### config.mk
export PLATFORM = sky130hd
export DESIGN_NAME = cpu_muldiv_unit
export DESIGN_NICKNAME = d
export VERILOG_FILES = /design/src/rtl/cpu_muldiv_pkg.sv /design/src/rtl/cpu_muldiv_step.sv /design/src/rtl/cpu_muldiv_unit.sv
export SDC_FILE = /design/constraint.sdc
export NUM_CORES = 1
export LEC_CHECK = 0
export BUFFER_PORTS_ARGS = -buffer_cell sky130_fd_sc_hd__buf_2
export CAP_MARGIN = 0
export CORE_AREA = 2 2 157 128
export DETAILED_ROUTE_END_ITERATION = 10
export DIE_AREA = 0 0 159 130
export PLACE_DENSITY = 0.88
export SETUP_SLACK_MARGIN = 0.02
export SLEW_MARGIN = 20
export SYNTH_ARGS = -nofsm -noshare
export SYNTH_HDL_FRONTEND = slang
export SYNTH_SLANG_ARGS = --single-unit
### constraint.sdc
create_clock -name clk -period 3.98 [get_ports clk]
set_clock_uncertainty 0.15 [all_clocks]
set_input_delay 0.597 -clock clk [delete_from_list [all_inputs] [get_ports clk]]
set_output_delay 0.597 -clock clk [all_outputs]
set_load 0.05 [all_outputs]
### src/rtl/cpu_muldiv_pkg.sv
// cpu_muldiv_pkg: shared constants and enums for the iterative multiply/divide unit
package cpu_muldiv_pkg;
  localparam int XLEN = 32;
  typedef enum logic [1:0] {MUL, MULHU, DIVU, REMU} muldiv_op_e;
  typedef enum logic [1:0] {IDLE, CALC, WB} muldiv_state_e;
endpackage

### src/rtl/cpu_muldiv_step.sv
// cpu_muldiv_step: one shift-add (multiply) or restoring-subtract (divide) iteration
module cpu_muldiv_step #(
  parameter int W = 32
) (
  input  logic         i_div,
  input  logic [W-1:0] i_hi,
  input  logic [W-1:0] i_lo,
  input  logic [W-1:0] i_b,
  output logic [W-1:0] o_hi,
  output logic [W-1:0] o_lo
);
  logic [W:0] w_sum, w_shl, w_dif;
  // Both candidate steps are built; the op class picks one. The divide needs a
  // 33-bit partial remainder because the shifted value can reach 2*divisor.
  always_comb begin
    w_sum = {1'b0, i_hi} + {1'b0, i_lo[0] ? i_b : '0};
    w_shl = {i_hi, i_lo[W-1]};
    w_dif = w_shl - {1'b0, i_b};
    o_hi  = i_div ? (w_dif[W] ? w_shl[W-1:0] : w_dif[W-1:0]) : w_sum[W:1];
    o_lo  = i_div ? {i_lo[W-2:0], ~w_dif[W]} : {w_sum[0], i_lo[W-1:1]};
  end
endmodule

### src/rtl/cpu_muldiv_unit.sv
// cpu_muldiv_unit: 32-iteration multiply/divide unit with one-cycle write-back; signed ops via CPU_MULDIV_SIGNED_EN
module cpu_muldiv_unit
  import cpu_muldiv_pkg::*;
#(
  parameter int XLEN   = 32,
  parameter int ADDR_W = 5
) (
  input  logic              clk,
  input  logic              rst_n,
  input  logic              start,
  input  logic [1:0]        op,
  input  logic              op_signed,
  input  logic [XLEN-1:0]   rs1_data,
  input  logic [XLEN-1:0]   rs2_data,
  input  logic [ADDR_W-1:0] rd_addr,
  output logic              busy,
  output logic              wb_en,
  output logic [ADDR_W-1:0] wb_addr,
  output logic [XLEN-1:0]   wb_data
);
  localparam int CW = $clog2(XLEN);
  muldiv_state_e     r_state;
  muldiv_op_e        r_op;
  logic [CW-1:0]     r_cnt;
  logic [XLEN-1:0]   r_hi, r_lo, r_b, r_wb_data;
  logic [ADDR_W-1:0] r_rd, r_wb_addr;
  logic              r_busy, r_wb_en, r_neg;
  logic [XLEN-1:0]   w_hi_n, w_lo_n, w_a_mag, w_b_mag, w_sel, w_res;
  logic [2*XLEN-1:0] w_prod;
  logic              w_sgn, w_sa, w_sb, w_div, w_div0;
`ifdef CPU_MULDIV_SIGNED_EN
  assign w_sgn = op_signed;
`else
  assign w_sgn = op_signed & 1'b0;
`endif
  // Signed ops run on magnitudes; r_neg remembers whether the result must be negated.
  assign w_sa    = w_sgn & rs1_data[XLEN-1];
  assign w_sb    = w_sgn & rs2_data[XLEN-1];
  assign w_a_mag = w_sa ? -rs1_data : rs1_data;
  assign w_b_mag = w_sb ? -rs2_data : rs2_data;
  assign w_div0  = op[1] && rs2_data == '0;
  assign w_div   = r_op == DIVU || r_op == REMU;
  assign w_prod  = r_neg ? -{w_hi_n, w_lo_n} : {w_hi_n, w_lo_n};
  assign w_sel   = (r_op == MULHU || r_op == REMU) ? w_hi_n : w_lo_n;
  assign w_res   = w_div ? (r_neg ? -w_sel : w_sel)
                 : (r_op == MULHU ? w_prod[2*XLEN-1:XLEN] : w_prod[XLEN-1:0]);
  cpu_muldiv_step #(.W(XLEN)) u_step (
    .i_div(w_div),
    .i_hi (r_hi),
    .i_lo (r_lo),
    .i_b  (r_b),
    .o_hi (w_hi_n),
    .o_lo (w_lo_n)
  );
  // Control FSM with datapath registers and registered write-back outputs.
  always_ff @(posedge clk or negedge rst_n) begin
    if (!rst_n) begin
      r_state   <= IDLE;
      r_op      <= MUL;
      r_cnt     <= '0;
      r_hi      <= '0;
      r_lo      <= '0;
      r_b       <= '0;
      r_rd      <= '0;
      r_neg     <= 1'b0;
      r_busy    <= 1'b0;
      r_wb_en   <= 1'b0;
      r_wb_addr <= '0;
      r_wb_data <= '0;
    end else begin
      r_wb_en <= 1'b0;
      case (r_state)
        IDLE: if (start) begin
          r_op   <= muldiv_op_e'(op);
          r_rd   <= rd_addr;
          r_hi   <= '0;
          r_lo   <= w_a_mag;
          r_b    <= w_b_mag;
          r_neg  <= w_sa ^ (w_sb & (op != REMU));
          r_cnt  <= '0;
          r_busy <= 1'b1;
          if (w_div0) begin
            r_state   <= WB;
            r_wb_en   <= 1'b1;
            r_wb_addr <= rd_addr;
            r_wb_data <= op[0] ? rs1_data : '1;
          end else begin
            r_state <= CALC;
          end
        end
        CALC: begin
          r_hi  <= w_hi_n;
          r_lo  <= w_lo_n;
          r_cnt <= r_cnt + 1'b1;
          if (&r_cnt) begin
            r_state   <= WB;
            r_wb_en   <= 1'b1;
            r_wb_addr <= r_rd;
            r_wb_data <= w_res;
          end
        end
        WB: begin
          r_state <= IDLE;
          r_busy  <= 1'b0;
        end
        default: r_state <= IDLE;
      endcase
    end
  end
  assign busy    = r_busy;
  assign wb_en   = r_wb_en;
  assign wb_addr = r_wb_addr;
  assign wb_data = r_wb_data;
endmodule

Word level (Yosys, flattened, before mapping):

Cells that the tools add are included.

* add/sub/neg operators: 3
* multipliers: 0
* divide/modulo/power cells: 0
* $lt $le $gt $ge: 0
* eq/ne operators: 8
* shifts and indexed selects: 0
* mux-type cells: 32
* bitwise gates (word level): 1
* reduce and logical (&&, ||, !) cells: 13

Operators by type and width (count)
* 2-to-1 mux 32 bit: 13
* one-hot mux 32 bit (2 select lines): 3
* adder 32 x 32 -> 33 bit: 1
* subtractor 33 x 32 -> 33 bit: 1
* zero test 32 bit: 1
* 2-to-1 mux 5 bit: 4
* one-hot mux 5 bit (2 select lines): 2
* AND reduction 2 bit: 4
* equality test 2 bit, second input constant: 3
* 2-to-1 mux 2 bit: 3
* != test 2 bit, second input constant: 3
* adder 5 x 1 -> 5 bit, second input constant: 1
* AND reduction 5 bit: 1
* equality test 2 x 1 -> 1 bit, second input constant: 2
* 2-to-1 mux 1 bit: 4
* one-hot mux 1 bit (2 select lines): 2
* one-hot mux 2 bit (2 select lines): 1
* AND reduction 4 bit: 1
* nonzero test 2 bit: 2
* zero test 2 bit: 1
* logical OR 1 bit: 2
* logical AND 1 bit: 1
* NOT 1 bit: 1

* bits in registers: 149
* latch bits: 0
* memory bits (writable): 0
* bits in read-only memories: 0
* memories kept: 0

Logic depth before layout (Yosys ltp):

Gate-level depths: netlist of the first run.

* depth in word-level cells: 7
* gate-level depth with buffers: 15
* gate-level depth less buffers: 13

Hierarchy:

A second synthesis of the first run with hierarchy kept.

* cells, all modules: 1200
* area total of the unflattened synthesis: 11255.8 um^2

Modules (own cells, without submodules)
* cpu_muldiv_unit: instances 1, cells each 566, area an instance 6812.8 um^2, seq. area each 3728.6 um^2
* cpu_muldiv_step: instances 1, cells each 634, area an instance 4443.0 um^2, seq. area each 0.0 um^2

Worst setup path before layout of the first run:

OpenSTA, ideal clock, no wires.

* path type: register to register
* from: register r_lo[0]
* to: register r_hi[29]
* library setup time: 0.124 ns
* arrival: 3.000 ns
* path slack: 0.706 ns
* cell stages (with the launch flop): 14
* cells stage by stage: dfrtp_1 clkbuf_1 and2_1 ha_1 fa_1 a21o_1 nand4_1 a211oi_1 or2_2 a311oi_1 o31ai_1 xnor2_1 o21ai_0 a211o_1

* cells in the longest elaborated chain, start to end: 4

RTL lines
* start: declaration: RTL line cpu_muldiv_unit.sv:25 `logic [XLEN-1:0] r_hi, r_lo, r_b, r_wb_data;`
* start signal: assignment: RTL line cpu_muldiv_unit.sv:77 `r_lo <= w_a_mag;`
* start signal: assignment: RTL line cpu_muldiv_unit.sv:93 `r_lo <= w_lo_n;`
* 2-to-1 mux 32 bit: RTL line cpu_muldiv_step.sv:16 `w_sum = {1'b0, i_hi} + {1'b0, i_lo[0] ? i_b : '0};`
* adder 32 x 32 -> 33 bit: RTL line cpu_muldiv_step.sv:16
* 2-to-1 mux 32 bit: RTL line cpu_muldiv_step.sv:19 `o_hi = i_div ? (w_dif[W] ? w_shl[W-1:0] : w_dif[W-1:0]) : w_sum[W:1];`
* one-hot mux 32 bit (2 select lines): RTL line cpu_muldiv_unit.sv:72 `case (r_state)`
* end signal: assignment: RTL line cpu_muldiv_unit.sv:92 `r_hi <= w_hi_n;`
* end: declaration: RTL line cpu_muldiv_unit.sv:25

Every way passes these cells.
A chain may end at the register's enable or synchronous reset.

Final worst setup path of the first run:

* from: register r_lo[0]
* to: register r_wb_data[20], in the netlist wb_data[20]

* cells in the longest elaborated chain, start to end: 7
* elaborated cells on any way between the ends: 8
* those cells by class: add/sub (1); mux (7)

RTL lines
* 2-to-1 mux 32 bit *: RTL line cpu_muldiv_step.sv:16
* adder 32 x 32 -> 33 bit *: RTL line cpu_muldiv_step.sv:16
* 2-to-1 mux 32 bit *: RTL line cpu_muldiv_step.sv:19
* 2-to-1 mux 32 bit (on tied branches): RTL line cpu_muldiv_unit.sv:46, cpu_muldiv_unit.sv:44
* 2-to-1 mux 32 bit *: RTL line cpu_muldiv_unit.sv:45 `assign w_res = w_div ? (r_neg ? -w_sel : w_sel)`
* 2-to-1 mux 32 bit *: RTL line cpu_muldiv_unit.sv:95 `if (&r_cnt) begin`
* one-hot mux 32 bit (2 select lines) *: RTL line cpu_muldiv_unit.sv:72
* end signal: assignment: RTL line cpu_muldiv_unit.sv:86 `r_wb_data <= op[0] ? rs1_data : '1;`
* end signal: assignment: RTL line cpu_muldiv_unit.sv:99 `r_wb_data <= w_res;`
* end: declaration: RTL line cpu_muldiv_unit.sv:25

Every way passes the cells marked *; elsewhere a longest branch is shown, timed or not. The select of a mux whose other input is x is not followed.

==> results of run 1 <==
-- critical path, cell delays in order, from the launching register on --
cell and delay, ns:
dfrtp_1 0.49, buf_4 0.31, and2_1 0.17, ha_1 0.31
and3_1 0.23, a31oi_1 0.24, o311ai_0 0.26, a211oi_1 0.58
o211ai_1 0.19, xor2_1 0.18, nor2_1 0.12, a31oi_1 0.11
a211o_1 0.36
-- state kept, by name, summed over array words and instances (netlist names) --
register and count:
r_b 32, r_hi 32, r_lo 32, wb_data 32
r_cnt 5, r_rd 5, wb_addr 5, r_op 2
r_state 2, busy 1, wb_en 1
-- path summary, 6_finish.rpt --
path                               endpoint  slack (ns)  depth (start not counted)
worst max-delay path            wb_data[20]        0.18                         12
worst min-delay path                r_b[12]        0.08                          1
worst max register to register  wb_data[20]        0.18                         12
worst min register to register      r_rd[2]        0.33                          2
max in group asynchronous           r_op[1]        2.65                          2
min in group clk                    r_rd[4]        0.21                          3
-- final cells by class --
type	instances	area (sq um)
fillers	1625	6380
well taps	264	330
multi-input cells	1134	7280
flip-flops and latches	149	3730
clock inverters	14	183
inverters	52	195
clock buffers	18	439
repair buffers	139	795
-- stage by stage --
stage	utilization	instances	setup slack, ns	area, sq um	hold slack [ns]
after detailed placement	0.636	1738	0.257	12300	0.317
after global routing	0.670	1770	0.0319	13000	0.169
after global placement	0.636	1738	0.337	12300	0.307
final	0.670	1770	0.181	13000	0.0794
after floorplan	-	1424	0.706	11500	0.151
after CTS	0.668	1770	0.154	12900	0.147
-- kinds of logic (layout without fill, tap and decap cells) --
kind of cell | count (synthesis) | count (layout) | synth area share
xor gates and xnor gates | 53 | 53 | 0.0427
AOI/OAI and AO/OA | 493 | 493 | 0.279
muxes | 44 | 44 | 0.0406
and+or+nand+nor | 476 | 476 | 0.190
DFF | 149 | 149 | 0.324
buffers and inverters | 141 | 223 | 0.0482
adders and majority gates | 68 | 68 | 0.0753
-- metal layers --
layer,global-route usage,routed length [um],vias up
met5,0,0,-
met4,0.167,1660,0
met3,0.0547,2980,140
met2,0.559,16100,660
met1,0.462,15000,5617
li1,-,-,5346
-- cell usage after synthesis (22+ instances only) --
cell	n
a211oi_1	22
a21o_1	33
a21oi_1	98
a221o_1	32
and2_1	46
clkbuf_1	77
dfrtp_1	149
ha_1	66
inv_1	52
mux2i_1	35
nand2_1	170
nand3_1	47
nor2_1	125
o211ai_1	24
o21ai_0	156
o31ai_1	26
xnor2_1	27
xor2_1	24
==> summary.txt, run 1 <==
Outcome
  – Run status: finished, final reports clean

Setup path
  – CP Launch Point: r_lo[0]
  – CP max FO: 28
  – WP data required: 4.15 ns
  – Reg2reg start: r_lo[0]
  – Crit. End Element: flop
  – Setup Crit Path Kind: flop to flop
  – Crit path DAT: 3.97 ns
  – Crit start category: flop

Cells and area
  – # diodes: 0
  – Commonest non-fill, non-tap cell in the layout: nand2_1
  – Share of post-route cells with drive strength above 1: 0.139
  – Layout Nets: 1636
  – Area grow syn2layout: 12.7%
  – Most frequent cells in the layout: 169 x nand2_1, 155 x o21ai_0, 148 x dfrtp_1

Timing
  – Final setup fails: 0
  – RSZ-0062 raised after global routing: no
  – Final hold violation count: 0
  – Period minus WS final: 3.80 ns
  – Tcrit/Tclk final: 0.954
  – Peak Freq: 263 MHz
  – Slew at the pin closest to its max-slew limit: 0.978 ns
  – Final Max Tran Viols: 0
  – Setup tns final: 0 ns
  – Max-slew headroom: 0.348

Logic synthesis
  – Fraction of registers with async set or reset after synthesis: 1.00
  – Sequential area share after synthesis: 0.324
  – Synthesized cell area: 0.0115 sq mm
  – Synthesized Nets: 1567
  – Area contributors post-synth: dfrtp_1 32%, ha_1 7.2%, o21ai_0 6.8%, nand2_1 5.5%, a21oi_1 4.3%
  – Leading area contributor after synthesis: dfrtp_1
  – Post-synth EDFFs: 0
  – Area share of the largest cell type after synthesis: 0.324
  – Ys flop type: dfrtp_1
  – Syn. warnings: 0
  – Mean Syn Cell Area: 8.08 sq um
  – FF+latch count, synth: 149
  – Syn Inst Count: 1424
  – Count of cell types in the netlist: 77

Clock tree
  – CTS max path bufs: 2
  – Num CTS Buffers: 17
  – Post-CTS sizing: 0
  – Clock Latency Late Sink: 0.44 ns
  – Root Buffer: clkbuf_16
  – Post-CTS setup buffers: 0
  – H-Tree Depth: 4
  – CTS sink cnt: 149
  – Hold_buf cts: 0
  – CTS tree: built
  – Clock-pin slew on the worst setup and hold paths: 0.07 ns

Floorplan
  – Die Ht: 130 um
  – # IOs: 114
  – Placement Rows: 46
  – Chip width: 159 um
  – Initial Util: 0.595
  – Core Area: 0.0193 sq mm
  – Die area: 0.0207 sq mm

Drt
  – Drt wl/cell: 20.2 um
  – DRT iter0 DRCs: 1233
  – Via-to-Cell Ratio: 6.65
  – Final wirelength: 35.8 mm
  – DRT Pass-1 Iters: 7
  – Vias: 11.8k
  – DRC violations left: 0
  – ANT nets after route: 0

Global route
  – Initial antenna violation count: 0
  – Remaining Overflow, GRT: 0
  – First-pass GRT wire length: 57.5 mm
  – Vias in the first global route: 11.0k
  – Largest net degree at the start of global routing: 95
  – Total track usage: 0.346

Place
  – RD Place Congestion: 0.937
  – Port Buffers: 112
  – DP HPWL: 25.4 mm

Worst hold path
  – Hold Crit Class: primary input to asynchronous set/reset pin

Flow run
  – Max Cap Violations: 0
Power of run 1 is left out: the tool's default activity adds up to more than one toggle a clock period on the data nets, which glitch-free logic cannot reach.
==> run 2: changes to the inputs <==
Settings changed: CORE_AREA 2 2 157 128 to 2 2 101 200, CTS_CLUSTER_DIAMETER set to 150, DIE_AREA 0 0 159 130 to 0 0 103 202, PLACE_DENSITY 0.88 to 0.87.
==> run 2 against run 1 <==
Net effect:
- maximum frequency decreased by 0.87%
- flip-flop and latch count unchanged
- count of clock-buffer cells in the layout increased by 1
- cell count unchanged
- cell area decreased by 0.32%
- critical path depth increased by 2
- global-route usage increased by 0.93 points
- register-to-register slack got worse by 0.03 ns
- utilization about the same
- critical path type unchanged
- largest cell class unchanged
- highest routed layer unchanged
==> summary.txt, run 2 (synthesized netlist as in run 1, its figures left out) <==
Cells and area
  – # diodes: 0 (unchanged)
  – Share of post-route cells with drive strength above 1: 0.141 (was 0.139)
  – Most frequent cells in the layout: 169 x nand2_1, 156 x o21ai_0, 148 x dfrtp_1 (was 169 x nand2_1, 155 x o21ai_0, 148 x dfrtp_1)
  – Area grow syn2layout: 12.3% (was 12.7%)
  – Layout Nets: 1641 (was 1636)
  – Filler cell count: 1664 (was 1625)
  – Commonest non-fill, non-tap cell in the layout: nand2_1 (unchanged)
  – Design Area, Final: 0.0129 sq mm (was 0.0130 sq mm)

Timing
  – Max-slew headroom: 0.349 (was 0.348)
  – Setup tns final: 0 ns (unchanged)
  – Final setup fails: 0 (unchanged)
  – Slew at the pin closest to its max-slew limit: 0.977 ns (was 0.978 ns)
  – Final hold violation count: 0 (unchanged)
  – RSZ-0062 raised after global routing: yes (was no)
  – Final Max Tran Viols: 0 (unchanged)
  – Tcrit/Tclk final: 0.963 (was 0.954)
  – Peak Freq: 261 MHz (was 263 MHz)
  – Period minus WS final: 3.83 ns (was 3.80 ns)

Clock tree
  – Clock Latency Late Sink: 0.46 ns (was 0.44 ns)
  – CTS sink cnt: 149 (unchanged)
  – Num CTS Buffers: 17 (unchanged)
  – CTS max path bufs: 2 (unchanged)
  – Root Buffer: clkbuf_16 (unchanged)
  – Hold_buf cts: 0 (unchanged)
  – CTS tree: built (unchanged)
  – Clock-pin slew on the worst setup and hold paths: 0.07 ns (about the same)
  – H-Tree Depth: 4 (unchanged)

Setup path
  – Crit start category: flop (unchanged)
  – Crit. End Element: flop (unchanged)
  – WP buf/inv: 3 (was 1)
  – CP Cell Sequence: inv_1 -> ha_1 -> inv_1 -> fa_1 -> a211oi_1 -> o21ai_2 -> a21oi_2 -> o211a_4 -> o21ai_4 -> xor2_4 -> buf_12 -> mux2_2 -> a211oi_1 -> o31ai_1 (was buf_4 -> and2_1 -> ha_1 -> and3_1 -> a31oi_1 -> o311ai_0 -> a211oi_1 -> o211ai_1 -> xor2_1 -> nor2_1 -> a31oi_1 -> a211o_1)
  – Reg2reg start: r_lo[31] (was r_lo[0])
  – CP max FO: 26 (was 28)
  – R2R depth: 14 (was 12)
  – Slowest stage delay, CP: 0.45 ns (was 0.58 ns)
  – WP data required: 4.15 ns (about the same)
  – CP Launch Point: r_lo[31] (was r_lo[0])
  – Crit path DAT: 4.01 ns (was 3.97 ns)
  – Critical path's top delay family: compound AO/OA/AOI/OAI gates (unchanged)
  – Crit-path slowest cell: fa_1 (was a211oi_1)
  – Stages on worst setup path: 14 (was 12)
  – Setup Crit Path Kind: flop to flop (unchanged)

Global route
  – Vias in the first global route: 11.4k (was 11.0k)
  – Total track usage: 0.355 (was 0.346)
  – Remaining Overflow, GRT: 0 (unchanged)
  – Initial antenna violation count: 0 (unchanged)
  – Largest net degree at the start of global routing: 99 (was 95)
  – First-pass GRT wire length: 57.3 mm (was 57.5 mm)

Flow run
  – Max Cap Violations: 0 (unchanged)

Drt
  – ANT nets after route: 0 (unchanged)
  – DRT iter0 DRCs: 902 (was 1233)
  – Drt wl/cell: 20.5 um (was 20.2 um)
  – Via-to-Cell Ratio: 6.53 (was 6.65)
  – Vias: 11.6k (was 11.8k)
  – DRT Pass-1 Iters: 7 (unchanged)
  – Final wirelength: 36.3 mm (was 35.8 mm)
  – DRC violations left: 0 (unchanged)

Place
  – RD Place Congestion: 0.951 (was 0.937)
  – Area after DPL: 0.0123 sq mm (about the same)
  – Port Buffers: 112 (unchanged)
  – DP HPWL: 26.8 mm (was 25.4 mm)

Floorplan
  – Core Area: 0.0193 sq mm (about the same)
  – Initial Util: 0.597 (was 0.595)
  – Die area: 0.0208 sq mm (was 0.0207 sq mm)
  – Chip width: 103 um (was 159 um)
  – Die Ht: 202 um (was 130 um)
  – Placement Rows: 72 (was 46)
  – # IOs: 114 (unchanged)

Outcome
  – Run status: finished, final reports clean (unchanged)

Worst hold path
  – Hold Crit Class: primary input to asynchronous set/reset pin (unchanged)
==> run 2: cell count changes in the layout (fill, tap and decap cells not counted), sizes merged <==
cell / delta
buf: +5
inv: -5
clkinv: +3
clkinvlp: +3
bufinv: -2
clkbuf: +1
==> run 2: through the flow <==
step           instances  setup WS, ns  hold WS, ns  utilization
2_1_floorplan       1424         0.706        0.151            -
3_3_place_gp        1738         0.289        0.307        0.640
3_5_place_dp        1738         0.209        0.312        0.640
4_1_cts             1770         0.176        0.137        0.669
5_1_grt             1770        0.0214        0.143        0.670
6_report            1770         0.148       0.0462        0.670
==> run 2: path summary, 6_finish.rpt <==
kind,to,slack (ns)
setup / recovery,wb_data[12],0.15
hold / removal,r_hi[7],0.05
setup reg to reg,wb_data[12],0.15
hold reg to reg,r_rd[3],0.33
max in group asynchronous,r_op[1],2.82
min in group clk,r_rd[0],0.20
==> run 2: repair_timing <==
item | in CTS | in global routing
endpoints found under the setup margin | 0 | 7
gates resized for setup | 0 | 6
buffers inserted | 0 | 0
hold endpoints to repair | 0 | 0
==> run 2: layer usage <==
metal,wire length [um],vias to the layer above,part of all wire,GRT usage
met5,0,-,0,0
met4,2390,0,0.066,0.225
met3,2060,150,0.057,0.0474
met2,18100,538,0.50,0.605
met1,13700,5536,0.38,0.407
li1,-,5340,-,-
==> run 2: final cells by class <==
class	count	area, sq um	share of cell area
well taps	259	324	0.0251
inverters	52	195	0.0151
clock buffers	19	443	0.0343
multi-input cells	1134	7280	0.563
repair buffers	144	845	0.0654
flip-flops and latches	149	3730	0.289
clock inverters	13	101	0.00785
Power of run 2 is left out for the same reason.
==> run 3: changes to the inputs <==
Settings changed: CORE_AREA 2 2 101 200 to 2 2 101 201, DIE_AREA 0 0 103 202 to 0 0 103 203, PLACE_DENSITY 0.87 to 0.8.
==> run 3 against run 2 <==
Net effect:
- cell area grew 0.23%
- cell count down 0.23%
- utilization grew 0.16 points
- wire length shrank 2.4%
- non-clock buffer count decreased by 4
- register-to-register slack improved by 0.13 ns
- count of clock-buffer cells in the layout shrank 2
- critical path depth did not move
- via count decreased by 2.1%
- global-route usage fell by 1.1 points
- flip-flop and latch count unchanged
- die area grew 0.50%
- critical path type unchanged
==> summary.txt, run 3 (synthesized netlist as in run 1, its figures left out) <==
Setup path
  – Stages on worst setup path: 14 (unchanged)
  – WP data required: 4.15 ns (about the same)
  – Reg2reg start: r_lo[31] (unchanged)
  – Slowest stage delay, CP: 0.42 ns (was 0.45 ns)
  – WP buf/inv: 3 (unchanged)
  – CP Cell Sequence: inv_1 -> ha_1 -> inv_1 -> fa_1 -> a211oi_2 -> o21ai_2 -> a21oi_2 -> o211a_4 -> o21ai_4 -> xor2_4 -> buf_12 -> mux2_2 -> a211oi_1 -> o31ai_1 (was inv_1 -> ha_1 -> inv_1 -> fa_1 -> a211oi_1 -> o21ai_2 -> a21oi_2 -> o211a_4 -> o21ai_4 -> xor2_4 -> buf_12 -> mux2_2 -> a211oi_1 -> o31ai_1)
  – Crit start category: flop (unchanged)
  – CP most frequent cell: inv_1
  – Crit. End Element: flop (unchanged)
  – Crit-path slowest cell: dfrtp_1 (was fa_1)
  – Setup Crit Path Kind: flop to flop (unchanged)
  – Crit path DAT: 3.87 ns (was 4.01 ns)
  – CP Launch Point: r_lo[31] (unchanged)
  – CP max FO: 18 (was 26)
  – Critical path's top delay family: compound AO/OA/AOI/OAI gates (unchanged)
  – R2R depth: 14 (unchanged)

Cells and area
  – Area grow syn2layout: 12.6% (was 12.3%)
  – Most frequent cells in the layout: 169 x nand2_1, 156 x o21ai_0, 148 x dfrtp_1 (unchanged)
  – Post-layout util: 0.672 (was 0.670)
  – # diodes: 0 (unchanged)
  – Share of post-route cells with drive strength above 1: 0.138 (was 0.141)
  – Commonest non-fill, non-tap cell in the layout: nand2_1 (unchanged)
  – Filler cell count: 1658 (was 1664)
  – Layout Nets: 1637 (was 1641)

Clock tree
  – H-Tree Depth: 4 (unchanged)
  – Root Buffer: clkbuf_16 (unchanged)
  – Clock Latency Late Sink: 0.45 ns (was 0.46 ns)
  – CTS max path bufs: 2 (unchanged)
  – Clock-pin slew on the worst setup and hold paths: 0.07 ns (about the same)
  – Num CTS Buffers: 17 (unchanged)
  – CTS tree: built (unchanged)
  – Hold_buf cts: 0 (unchanged)
  – Post-CTS setup buffers: 0 (unchanged)
  – CTS sink cnt: 149 (unchanged)

Global route
  – Vias in the first global route: 11.0k (was 11.4k)
  – Total track usage: 0.345 (was 0.355)
  – Largest net degree at the start of global routing: 107 (was 99)
  – Initial antenna violation count: 0 (unchanged)
  – Remaining Overflow, GRT: 0 (unchanged)
  – First-pass GRT wire length: 56.0 mm (was 57.3 mm)

Outcome
  – Run status: finished, final reports clean (unchanged)

Floorplan
  – Placement Rows: 72 (unchanged)
  – Chip width: 103 um (unchanged)
  – Core Area: 0.0193 sq mm (unchanged)
  – Die Ht: 203 um (was 202 um)
  – Die area: 0.0209 sq mm (was 0.0208 sq mm)
  – Initial Util: 0.597 (unchanged)
  – # IOs: 114 (unchanged)

Drt
  – DRC violations left: 0 (unchanged)
  – DRT iter0 DRCs: 715 (was 902)
  – Drt wl/cell: 20.0 um (was 20.5 um)
  – DRT Pass-1 Iters: 5 (was 7)
  – Vias: 11.3k (was 11.6k)
  – Final wirelength: 35.4 mm (was 36.3 mm)
  – ANT nets after route: 0 (unchanged)
  – Via-to-Cell Ratio: 6.41 (was 6.53)

Timing
  – Setup tns final: 0 ns (unchanged)
  – Final hold violation count: 0 (unchanged)
  – Final setup fails: 0 (unchanged)
  – Peak Freq: 270 MHz (was 261 MHz)
  – Slew at the pin closest to its max-slew limit: 0.996 ns (was 0.977 ns)
  – RSZ-0062 raised after global routing: no (was yes)
  – Period minus WS final: 3.70 ns (was 3.83 ns)
  – Max-slew headroom: 0.336 (was 0.349)
  – Tcrit/Tclk final: 0.929 (was 0.963)
  – Final Max Tran Viols: 0 (unchanged)

Place
  – Port Buffers: 112 (unchanged)
  – RD Place Congestion: 0.977 (was 0.951)
  – DP HPWL: 26.3 mm (was 26.8 mm)

Worst hold path
  – Hold Crit Class: primary input to asynchronous set/reset pin (unchanged)

Flow run
  – Max Cap Violations: 0 (unchanged)
run 3: cell count changes in the layout (fill, tap and decap cells not counted), sizes merged:
| cell | delta |
|---|---|
| clkbuf | -2 |
| bufinv | +3 |
| inv | -1 |
| clkinv | -1 |
| clkinvlp | +1 |
| buf | -4 |
run 3: per-layer routing:
| layer | GRT usage | wire length [um] | up-vias |
|---|---|---|---|
| li1 | - | - | 5356 |
| met1 | 0.404 | 13500 | 5389 |
| met2 | 0.581 | 18100 | 465 |
| met3 | 0.0589 | 1910 | 111 |
| met4 | 0.195 | 1850 | 0 |
| met5 | 0 | 0 | - |
run 3: final cells by class:
type	count	area, sq um	share of cell area
Timing Repair Buffer	140	827	0.0639
Sequential cell	149	3730	0.288
Clock inverter	15	179	0.0138
Clock buffer	17	425	0.0329
Tap cell	259	324	0.0250
Inverter	52	195	0.0151
Multi-Input combinational cell	1134	7260	0.561
run 3: final timing paths:
check | to | slack [ns]
max in group asynchronous | r_lo[25] | 2.67
min in group clk | r_rd[1] | 0.21
worst min register to register | r_rd[1] | 0.33
worst max register to register | wb_data[17] | 0.28
worst max-delay path | wb_data[17] | 0.28
worst min-delay path | r_b[5] | 0.08
run 3: through the flow:
step	cells	hold WS, ns	setup WS (ns)	area (sq um)
6_report	1766	0.0799	0.282	12900
5_1_grt	1766	0.158	0.100	12900
4_1_cts	1766	0.154	0.191	12900
3_5_place_dp	1734	0.316	0.207	12300
3_3_place_gp	1734	0.307	0.290	12300
2_1_floorplan	1424	0.151	0.706	11500
run 3: what timing repair did:
| item | CTS | global route |
|---|---|---|
| setup endpoints to repair | 0 | 9 |
| gates resized for setup | 0 | 4 |
| hold endpoints to repair | 0 | 0 |
Power of run 3 is left out for the same reason.
